File: src/rtl/imem_fetch_responder.sv
// imem_fetch_responder
//   Instruction-memory responder at the far end of the fetch path.
//   The responder is loaded through a write port while in LOAD.
//   After ld_done_i it serves word-aligned fetches with one-cycle latency.
//   The response is held stable while the consumer back-pressures it.
//   flush_i discards the pending response.
//   Memory contents survive rst_i; every other register is reset.
//
// Optional feature macro: IMEM_FETCH_CNT_EN
//   defined   : fetch_cnt_o counts accepted fetches and wraps at 2^32.
//   undefined : fetch_cnt_o is tied to zero.
//
// Ports
//   clk_i, rst_i          clock; asynchronous active-high reset
//   req_valid_i/ready_o   fetch request handshake, req_pc_i = byte PC
//   rsp_valid_o/ready_i   response handshake; rsp_instr_o, rsp_pc_o, rsp_err_o
//   flush_i               drop the pending response, block acceptance
//   ld_valid_i/addr/data  program-load write port (LOAD state only)
//   ld_done_i             end of program load, enters RUN
//   ld_err_o              sticky: a load write was dropped
//   running_o             high in RUN
//   fetch_cnt_o           accepted-fetch counter
//
// state  | meaning
// -------+-----------------------------------------------
// LOAD   | program load; fetches blocked, writes allowed
// RUN    | fetch service; memory read-only
module imem_fetch_responder #(
  parameter int DEPTH = 64
) (
  input  logic        clk_i,
  input  logic        rst_i,
  input  logic        req_valid_i,
  output logic        req_ready_o,
  input  logic [31:0] req_pc_i,
  output logic        rsp_valid_o,
  input  logic        rsp_ready_i,
  output logic [31:0] rsp_instr_o,
  output logic [31:0] rsp_pc_o,
  output logic        rsp_err_o,
  input  logic        flush_i,
  input  logic        ld_valid_i,
  input  logic [31:0] ld_addr_i,
  input  logic [31:0] ld_data_i,
  input  logic        ld_done_i,
  output logic        ld_err_o,
  output logic        running_o,
  output logic [31:0] fetch_cnt_o
);
  localparam int AW = $clog2(DEPTH);

  typedef enum logic {ST_LOAD, ST_RUN} state_t;

  state_t      state_q, state_d;
  logic        rsp_valid_q, rsp_valid_d;
  logic [31:0] rsp_instr_q, rsp_instr_d;
  logic [31:0] rsp_pc_q, rsp_pc_d;
  logic        rsp_err_q, rsp_err_d;
  logic        ld_err_q, ld_err_d;

  logic [31:0] mem_q [DEPTH];

  logic running;
  logic ld_addr_ok;
  logic pc_err;
  logic accept;

  assign running = (state_q == ST_RUN);

  // In range means every bit above the word index is zero (addr < 4*DEPTH).
  assign ld_addr_ok = (ld_addr_i[1:0] == 2'b00) && (ld_addr_i[31:AW+2] == '0);
  assign pc_err     = (req_pc_i[1:0] != 2'b00) || (req_pc_i[31:AW+2] != '0);

  assign req_ready_o = running && !flush_i && (!rsp_valid_q || rsp_ready_i);
  assign accept      = req_valid_i && req_ready_o;

  // No reset on the array: the loaded program must survive rst_i.
  always_ff @(posedge clk_i) begin
    if ((state_q == ST_LOAD) && ld_valid_i && ld_addr_ok) begin
      mem_q[ld_addr_i[AW+1:2]] <= ld_data_i;
    end
  end

  always_ff @(posedge clk_i or posedge rst_i) begin
    if (rst_i) begin
      state_q     <= ST_LOAD;
      rsp_valid_q <= 1'b0;
      rsp_instr_q <= '0;
      rsp_pc_q    <= '0;
      rsp_err_q   <= 1'b0;
      ld_err_q    <= 1'b0;
    end else begin
      state_q     <= state_d;
      rsp_valid_q <= rsp_valid_d;
      rsp_instr_q <= rsp_instr_d;
      rsp_pc_q    <= rsp_pc_d;
      rsp_err_q   <= rsp_err_d;
      ld_err_q    <= ld_err_d;
    end
  end

  always_comb begin
    state_d     = state_q;
    rsp_valid_d = rsp_valid_q;
    rsp_instr_d = rsp_instr_q;
    rsp_pc_d    = rsp_pc_q;
    rsp_err_d   = rsp_err_q;
    ld_err_d    = ld_err_q;

    if (state_q == ST_LOAD) begin
      if (ld_valid_i && !ld_addr_ok) begin
        ld_err_d = 1'b1;
      end
      // A write in the same cycle as ld_done still lands; see the memory block.
      if (ld_done_i) begin
        state_d = ST_RUN;
      end
    end

    if (accept) begin
      rsp_valid_d = 1'b1;
      rsp_pc_d    = req_pc_i;
      rsp_err_d   = pc_err;
      rsp_instr_d = pc_err ? 32'h0000_0000 : mem_q[req_pc_i[AW+1:2]];
    end else if (flush_i || rsp_ready_i) begin
      // Only the valid bit drops; the payload stays stable.
      rsp_valid_d = 1'b0;
    end
  end

`ifdef IMEM_FETCH_CNT_EN
  logic [31:0] fetch_cnt_q;

  always_ff @(posedge clk_i or posedge rst_i) begin
    if (rst_i) begin
      fetch_cnt_q <= '0;
    end else if (accept) begin
      fetch_cnt_q <= fetch_cnt_q + 32'd1;
    end
  end

  assign fetch_cnt_o = fetch_cnt_q;
`else
  assign fetch_cnt_o = '0;
`endif

  assign rsp_valid_o = rsp_valid_q;
  assign rsp_instr_o = rsp_instr_q;
  assign rsp_pc_o    = rsp_pc_q;
  assign rsp_err_o   = rsp_err_q;
  assign ld_err_o    = ld_err_q;
  assign running_o   = running;

endmodule

File: config.mk
export PLATFORM = sky130hd
export DESIGN_NAME = imem_fetch_responder
export DESIGN_NICKNAME = d
export VERILOG_FILES = /design/src/rtl/imem_fetch_responder.sv
export SDC_FILE = /design/constraint.sdc
export NUM_CORES = 2
export LEC_CHECK = 0
export CAP_MARGIN = 30
export CORE_UTILIZATION = 40
export CTS_BUF_LIST = sky130_fd_sc_hd__clkbuf_8
export CTS_CLUSTER_SIZE = 24
export DETAILED_ROUTE_END_ITERATION = 10
export PLACE_DENSITY_LB_ADDON = 0.25
export SYNTH_ARGS = -nofsm -noshare
export SYNTH_HDL_FRONTEND = slang
export SYNTH_SLANG_ARGS = --single-unit
export TNS_END_PERCENT = 100
File: constraint.sdc
create_clock -name clk_i -period 3.75 [get_ports clk_i]
set_input_delay 0.5625 -clock clk_i [delete_from_list [all_inputs] [get_ports clk_i]]
set_output_delay 0.5625 -clock clk_i [all_outputs]
set_load 0.01 [all_outputs]
### Word-level counts from Yosys, hierarchy flattened

Memories as Yosys holds them, arrays and structs flattened.
Index checks and enable logic that the tools add are counted.

| operators by class | value |
|---|---|
| multiplexer cells | 7 |
| bitwise operators | 1 |
| reduce and logical (&&, ||, !) cells | 19 |

Operators with widths:

| kind | number |
|---|---|
| $mux W32 | 1 |
| $logic_not A24 Y1 | 1 |
| $reduce_bool A24 Y1 | 1 |
| $logic_and A1 B1 Y1 | 7 |
| $mux W1 | 6 |
| $reduce_bool A2 Y1 | 2 |
| $logic_not A1 Y1 | 3 |
| $logic_or A1 B1 Y1 | 3 |
| $logic_not A2 Y1 | 1 |
| $reduce_and A2 Y1 | 1 |
| $not A1 Y1 | 1 |

| word-level totals | value |
|---|---|
| register bits | 68 |
| bits in writable memories | 2048 |
| output and inout port bits | 101 |
| memories kept | 1 |

Memories:

| memory | depth | bits a word | read ports | clocked after Yosys merged registers in | write ports | line | source |
|---|---|---|---|---|---|---|---|
| mem_q | 64 | 32 | 1 | 0 | 1 | 61 | `logic [31:0] mem_q [DEPTH];` |

### Longest topological paths before layout

| depth | value |
|---|---|
| depth after elaboration | 5 |
| depth in mapped cells | 10 |
| depth with buffers taken out | 5 |

### Least setup slack after synthesis

No wires, ideal clock.

| timing | value |
|---|---|
| path kind | in2reg |
| start point | in ld_addr_i[13] |
| end point | mem mem_q[59][0], enable pin |
| arrival time | 3.013 ns |
| data required time | 3.329 ns |
| setup slack | 0.316 ns |
| stages on the path | 5 |
| path buffers | 0 |
| cells stage by stage | nor4_1 > nand4_1 > nor3_1 > nand4_1 > nor2_1 |

| on the way | value |
|---|---|
| longest elaborated chain between the ends | 5 |

Ends and longest elaborated chain:

| item | line | source |
|---|---|---|
| start: declaration | 43 | `input logic [31:0] ld_addr_i,` |
| $logic_not A24 Y1 | 71 | `assign ld_addr_ok = (ld_addr_i[1:0] == 2'b00) && (ld_addr_i[31:AW+2] == '0);` |
| $logic_and A1 B1 Y1 | 71 |  |
| $logic_and A1 B1 Y1 | 79 | `if ((state_q == ST_LOAD) && ld_valid_i && ld_addr_ok) begin` |
| $mux W1 | 79 |  |
| $mux W1 (not written as such) | 80 | `mem_q[ld_addr_i[AW+1:2]] <= ld_data_i;` |
| end: declaration | 61 |  |

Every way passes these cells.

### Worst setup path in the final report

| timing | value |
|---|---|
| start point | reg state_q (netlist: running_o) |
| end point | out req_ready_o |

| on the way | value |
|---|---|
| longest elaborated chain between the ends | 2 |

Ends and longest elaborated chain:

| item | line | source |
|---|---|---|
| start: declaration | 54 | `state_t state_q, state_d;` |
| start signal: assignment | 93 | `state_q <= state_d;` |
| $logic_and A1 B1 Y1 (2 in a row) | 74 | `assign req_ready_o = running && !flush_i && (!rsp_valid_q \|\| rsp_ready_i);` |
| end: declaration | 34 | `output logic req_ready_o,` |

Every way passes these cells.

==> flow_results.xml <==
<?xml version="1.0" encoding="UTF-8"?>
<metrics>
  <group name="die">
    <metric name="floorplan.die.width" unit="um">452</metric>
    <metric name="die_height" unit="um">452</metric>
    <metric name="num_rows" unit="">164</metric>
    <metric name="area_of_the_placeable_core" unit="um^2">200000</metric>
    <metric name="die_area" unit="um^2">204000</metric>
    <metric name="floorplan.initialDensity" unit="">0.404</metric>
    <metric name="design.portCount" unit="">204</metric>
  </group>
  <group name="logic_synthesis">
    <metric name="synthesized_netlist_cell_count" unit="">3765</metric>
    <metric name="synth_area_leaders" unit="">sky130_fd_sc_hd__edfxtp_1 (76%), sky130_fd_sc_hd__mux4_2 (12%), sky130_fd_sc_hd__mux2i_1 (2.6%)</metric>
    <metric name="fraction_of_synthesis_flops_using_an_asynchronous_set_or_reset_pin" unit="">0.0321</metric>
    <metric name="synth-seq-area-share" unit="">0.782</metric>
    <metric name="synthesis.yosys.warnings" unit="">0</metric>
    <metric name="yosysMostFrequentCell" unit="">sky130_fd_sc_hd__edfxtp_1</metric>
    <metric name="postSynth.topFlopCell" unit="">sky130_fd_sc_hd__edfxtp_1</metric>
    <metric name="synthesis.area_per_instance" unit="um^2">21.5</metric>
    <metric name="synth_edf_count" unit="">2048</metric>
    <metric name="synth-seq-cells" unit="">2116</metric>
    <metric name="yosys-top-cells-count" unit="">sky130_fd_sc_hd__edfxtp_1 (2048), sky130_fd_sc_hd__mux4_2 (420), sky130_fd_sc_hd__mux2i_1 (209)</metric>
    <metric name="synth.cell_area" unit="um^2">80900</metric>
    <metric name="synth.top_cell.area_share" unit="">0.761</metric>
    <metric name="post_synth_num_cell_types" unit="">50</metric>
    <metric name="yosysTopAreaCell" unit="">sky130_fd_sc_hd__edfxtp_1</metric>
  </group>
  <group name="routing">
    <metric name="drtAntennaViolNets" unit="">0</metric>
    <metric name="route.detailed.wl_per_inst" unit="um">30.5</metric>
    <metric name="detail_route.vias_per_cell" unit="">5.64</metric>
    <metric name="dr.first_iter.drc_count" unit="">4966</metric>
    <metric name="detail_route.first_pass.iterations" unit="">6</metric>
    <metric name="route.detailed.drc" unit="">0</metric>
    <metric name="routed_wirelength" unit="mm">223</metric>
    <metric name="via_count" unit="">41300</metric>
  </group>
  <group name="worst_setup_path">
    <metric name="timing.critical_path.to_type" unit="">output pin</metric>
    <metric name="buffering_stage_count_on_the_worst_path_with_inverters_included" unit="">1</metric>
    <metric name="critical_path_arrival" unit="ns">2.52</metric>
    <metric name="cp.required" unit="ns">3.19</metric>
    <metric name="cp_cell_sequence" unit="">and2b_1 -&gt; and2_1 -&gt; clkdlybuf4s50_1</metric>
    <metric name="crit_path_max_cell_delay" unit="ns">0.59</metric>
    <metric name="largest_delay_contributor_family_on_the_critical_path" unit="">flip-flops</metric>
    <metric name="crit_path_top_delay_cell" unit="">sky130_fd_sc_hd__dfrtp_1</metric>
    <metric name="critical_path.max_fanout" unit="">4</metric>
    <metric name="element_type_at_the_critical_path_start" unit="">register</metric>
    <metric name="criticalPathCategory" unit="">reg2out</metric>
  </group>
  <group name="grt">
    <metric name="globalRouteTotalUtil" unit="">0.217</metric>
    <metric name="grt_pass1_wl" unit="mm">313</metric>
    <metric name="grt_antenna_before_repair" unit="">15</metric>
    <metric name="grt_start_max_net_pins" unit="">81</metric>
    <metric name="grt_pass1_vias" unit="">41300</metric>
    <metric name="grt.overflow.total" unit="">0</metric>
  </group>
  <group name="cts">
    <metric name="postCtsSetupRepairBufs" unit="">0</metric>
    <metric name="cts_root_buf" unit="">sky130_fd_sc_hd__clkbuf_8</metric>
    <metric name="number_of_buffers_between_clock_root_and_the_deepest_sink" unit="">4</metric>
    <metric name="htreeDepth" unit="">5</metric>
    <metric name="cts_inserted_buffers" unit="">359</metric>
    <metric name="clock_insertion_delay_worst_skew" unit="ns">1.04</metric>
    <metric name="clock_sink_count" unit="">2116</metric>
    <metric name="cts_repair_resize_count" unit="">0</metric>
    <metric name="cts_tree" unit="">done</metric>
    <metric name="count_of_hold_buffers_inserted_by_post_cts_repair" unit="">9</metric>
    <metric name="clk_transition_reported_paths" unit="ns">0.06</metric>
  </group>
  <group name="power_and_ir_drop">
    <metric name="pwr-share-comb" unit="">0.057</metric>
    <metric name="pwr-share-seq" unit="">0.546</metric>
    <metric name="vdd_ir_drop_max" unit="mV">0.374</metric>
    <metric name="p_sw" unit="W">0.0109</metric>
    <metric name="p_per_area" unit="nW/um^2">501</metric>
    <metric name="p_leak" unit="nW">31.1</metric>
    <metric name="switching_portion_of_total_power" unit="">0.228</metric>
    <metric name="p_int" unit="W">0.0367</metric>
    <metric name="power.clock.fraction" unit="">0.396</metric>
  </group>
  <group name="sta">
    <metric name="final-setup-viol-count" unit="">0</metric>
    <metric name="rsz_0062_raised_after_global_routing" unit="">no</metric>
    <metric name="finalWorstPathRequiredPeriod" unit="ns">3.08</metric>
    <metric name="final.setup_skew" unit="ns">0.0923</metric>
    <metric name="drv_slew" unit="">0</metric>
    <metric name="hold_violations" unit="">0</metric>
    <metric name="fin_tns_setup" unit="ns">0</metric>
    <metric name="worst_slew_margin_rel" unit="">0.290</metric>
    <metric name="timing_limited_maximum_frequency" unit="MHz">325</metric>
    <metric name="fin_crit_sh" unit="">0.822</metric>
    <metric name="worst-slew-pin-transition" unit="ns">1.07</metric>
  </group>
  <group name="placed_design">
    <metric name="port_buffer_count" unit="">171</metric>
    <metric name="dpl.cell_count" unit="">6668</metric>
    <metric name="dp_hpwl" unit="mm">137</metric>
    <metric name="place.gp.congestion" unit="">0.870</metric>
  </group>
  <group name="finish">
    <metric name="num-nets-final" unit="">4488</metric>
    <metric name="drive_above_1_share" unit="">0.271</metric>
    <metric name="layout.cells.non_filler" unit="">7315</metric>
    <metric name="final.fill_count" unit="">16600</metric>
    <metric name="area_growth_syn_to_layout" unit="%">17.5</metric>
  </group>
  <group name="run">
    <metric name="maxCapViolations" unit="">0</metric>
  </group>
  <group name="run_status">
    <metric name="run_status" unit="">completed</metric>
  </group>
  <group name="min_path">
    <metric name="timing.hold.worst.class" unit="">in2reg</metric>
  </group>
</metrics>
[area by class of cell]
class | instances | area, um^2 | share of cell area
multi-input cells | 1431 | 16900 | 0.178
flip-flops and latches | 2116 | 63200 | 0.665
diodes | 7 | 17.5 | 0.000184
clock buffers | 376 | 5170 | 0.0545
inverters | 2 | 10.0 | 0.000105
repair buffers | 475 | 5150 | 0.0542
well taps | 2656 | 3320 | 0.0350
clock inverters | 252 | 1230 | 0.0130
[cell usage in the layout, fill, tap and decap left out, types with 7 or more instances in the layout]
| master | count |
|---|---|
| sky130_fd_sc_hd__dfrtp_1 | 68 |
| sky130_fd_sc_hd__a22o_1 | 55 |
| sky130_fd_sc_hd__a211oi_1 | 52 |
| sky130_fd_sc_hd__mux4_2 | 420 |
| sky130_fd_sc_hd__bufinv_16 | 8 |
| sky130_fd_sc_hd__diode_2 | 7 |
| sky130_fd_sc_hd__clkbuf_8 | 376 |
| sky130_fd_sc_hd__inv_1 | 114 |
| sky130_fd_sc_hd__nor2_4 | 66 |
| sky130_fd_sc_hd__o31ai_1 | 26 |
| sky130_fd_sc_hd__a21oi_1 | 13 |
| sky130_fd_sc_hd__mux2i_1 | 209 |
| sky130_fd_sc_hd__o221ai_1 | 50 |
| sky130_fd_sc_hd__nor2_1 | 8 |
| sky130_fd_sc_hd__clkinv_2 | 35 |
| sky130_fd_sc_hd__nor4_1 | 16 |
| sky130_fd_sc_hd__dlygate4sd3_1 | 10 |
| sky130_fd_sc_hd__clkinv_1 | 90 |
| sky130_fd_sc_hd__buf_4 | 202 |
| sky130_fd_sc_hd__nand3_1 | 74 |
| sky130_fd_sc_hd__clkdlybuf4s50_1 | 134 |
| sky130_fd_sc_hd__o41ai_1 | 25 |
| sky130_fd_sc_hd__a22oi_1 | 101 |
| sky130_fd_sc_hd__conb_1 | 32 |
| sky130_fd_sc_hd__edfxtp_1 | 2048 |
| sky130_fd_sc_hd__buf_2 | 26 |
| sky130_fd_sc_hd__o22ai_1 | 25 |
| sky130_fd_sc_hd__buf_12 | 98 |
| sky130_fd_sc_hd__nand2_1 | 178 |
[worst register-to-register path: cells and delay by family (launching register included)]
| kind | cells | cell delay (ns) |
|---|---|---|
| AND/OR/NAND/NOR | 1 | 0.21 |
| flip-flops | 1 | 0.36 |
| multiplexers | 1 | 0.49 |
| AO/OA/AOI/OAI | 3 | 1.35 |
[state kept, by name, summed over array words and instances, names as in the netlist]
signal / cells
rsp_valid_o: 1
mem_q: 2048
rsp_instr_o: 32
rsp_pc_o: 32
ld_err_o: 1
rsp_err_o: 1
running_o: 1
[metrics by stage]
step | setup slack, ns | power (W) | util | hold WS (ns) | instance area (um^2)
6_report | 0.669 | 0.0476 | 0.474 | 0.0721 | 95000
3_3_place_gp | 0.215 | 0.0292 | 0.441 | 0.457 | 88400
3_5_place_dp | 0.295 | 0.0292 | 0.442 | 0.462 | 88400
4_1_cts | 0.555 | 0.0479 | 0.474 | 0.000337 | 94900
5_1_grt | 0.540 | 0.0490 | 0.474 | 0.00318 | 95000
2_1_floorplan | 0.316 | 0.0277 | - | 0.504 | 81000
[kinds of logic after synthesis]
group           count (synthesis)  synth area share
simple gates                  405            0.0230
mux                           629             0.143
other cells                     1         0.0000464
buf+inv                       249            0.0175
flops                        2116             0.782
compound gates                365            0.0350
[routing by layer]
metal  vias to the layer above  global-route usage  wire, um
met5                         -                   0         0
met4                         0              0.0777      7790
met3                       374              0.0470     18000
met2                      1841               0.334    104000
met1                     22000               0.305     93700
li1                      17100                   -         -
[power groups by stage]
stage                     sequential (W)  clock [W]  combinational (W)
final                             0.0260     0.0189            0.00273
after global routing              0.0260     0.0202            0.00285
after CTS                         0.0260     0.0192            0.00273
after detailed placement          0.0265          0            0.00271
after global placement            0.0265          0            0.00269
after floorplan                   0.0265          0            0.00121
[worst paths after layout]
check / startpoint / endpoint / slack, ns / cells past startpoint
worst max-delay path: running_o$_DFF_PP0_ / req_ready_o / 0.67 / 3
worst min-delay path: ld_data_i[8] / mem_q[12][8]$_DFFE_PP_ / 0.07 / 2
worst max register to register: mem_q[29][6]$_DFFE_PP_ / rsp_instr_o[6]$_DFFE_PP0P_ / 1.20 / 5
worst min register to register: rsp_pc_o[31]$_DFFE_PP0P_ / rsp_pc_o[31]$_DFFE_PP0P_ / 0.47 / 2
max in group asynchronous: rst_i / rsp_instr_o[22]$_DFFE_PP0P_ / 2.59 / 4
min in group asynchronous: rst_i / rsp_pc_o[12]$_DFFE_PP0P_ / 0.47 / 3
(Power assumes the default switching activity.)
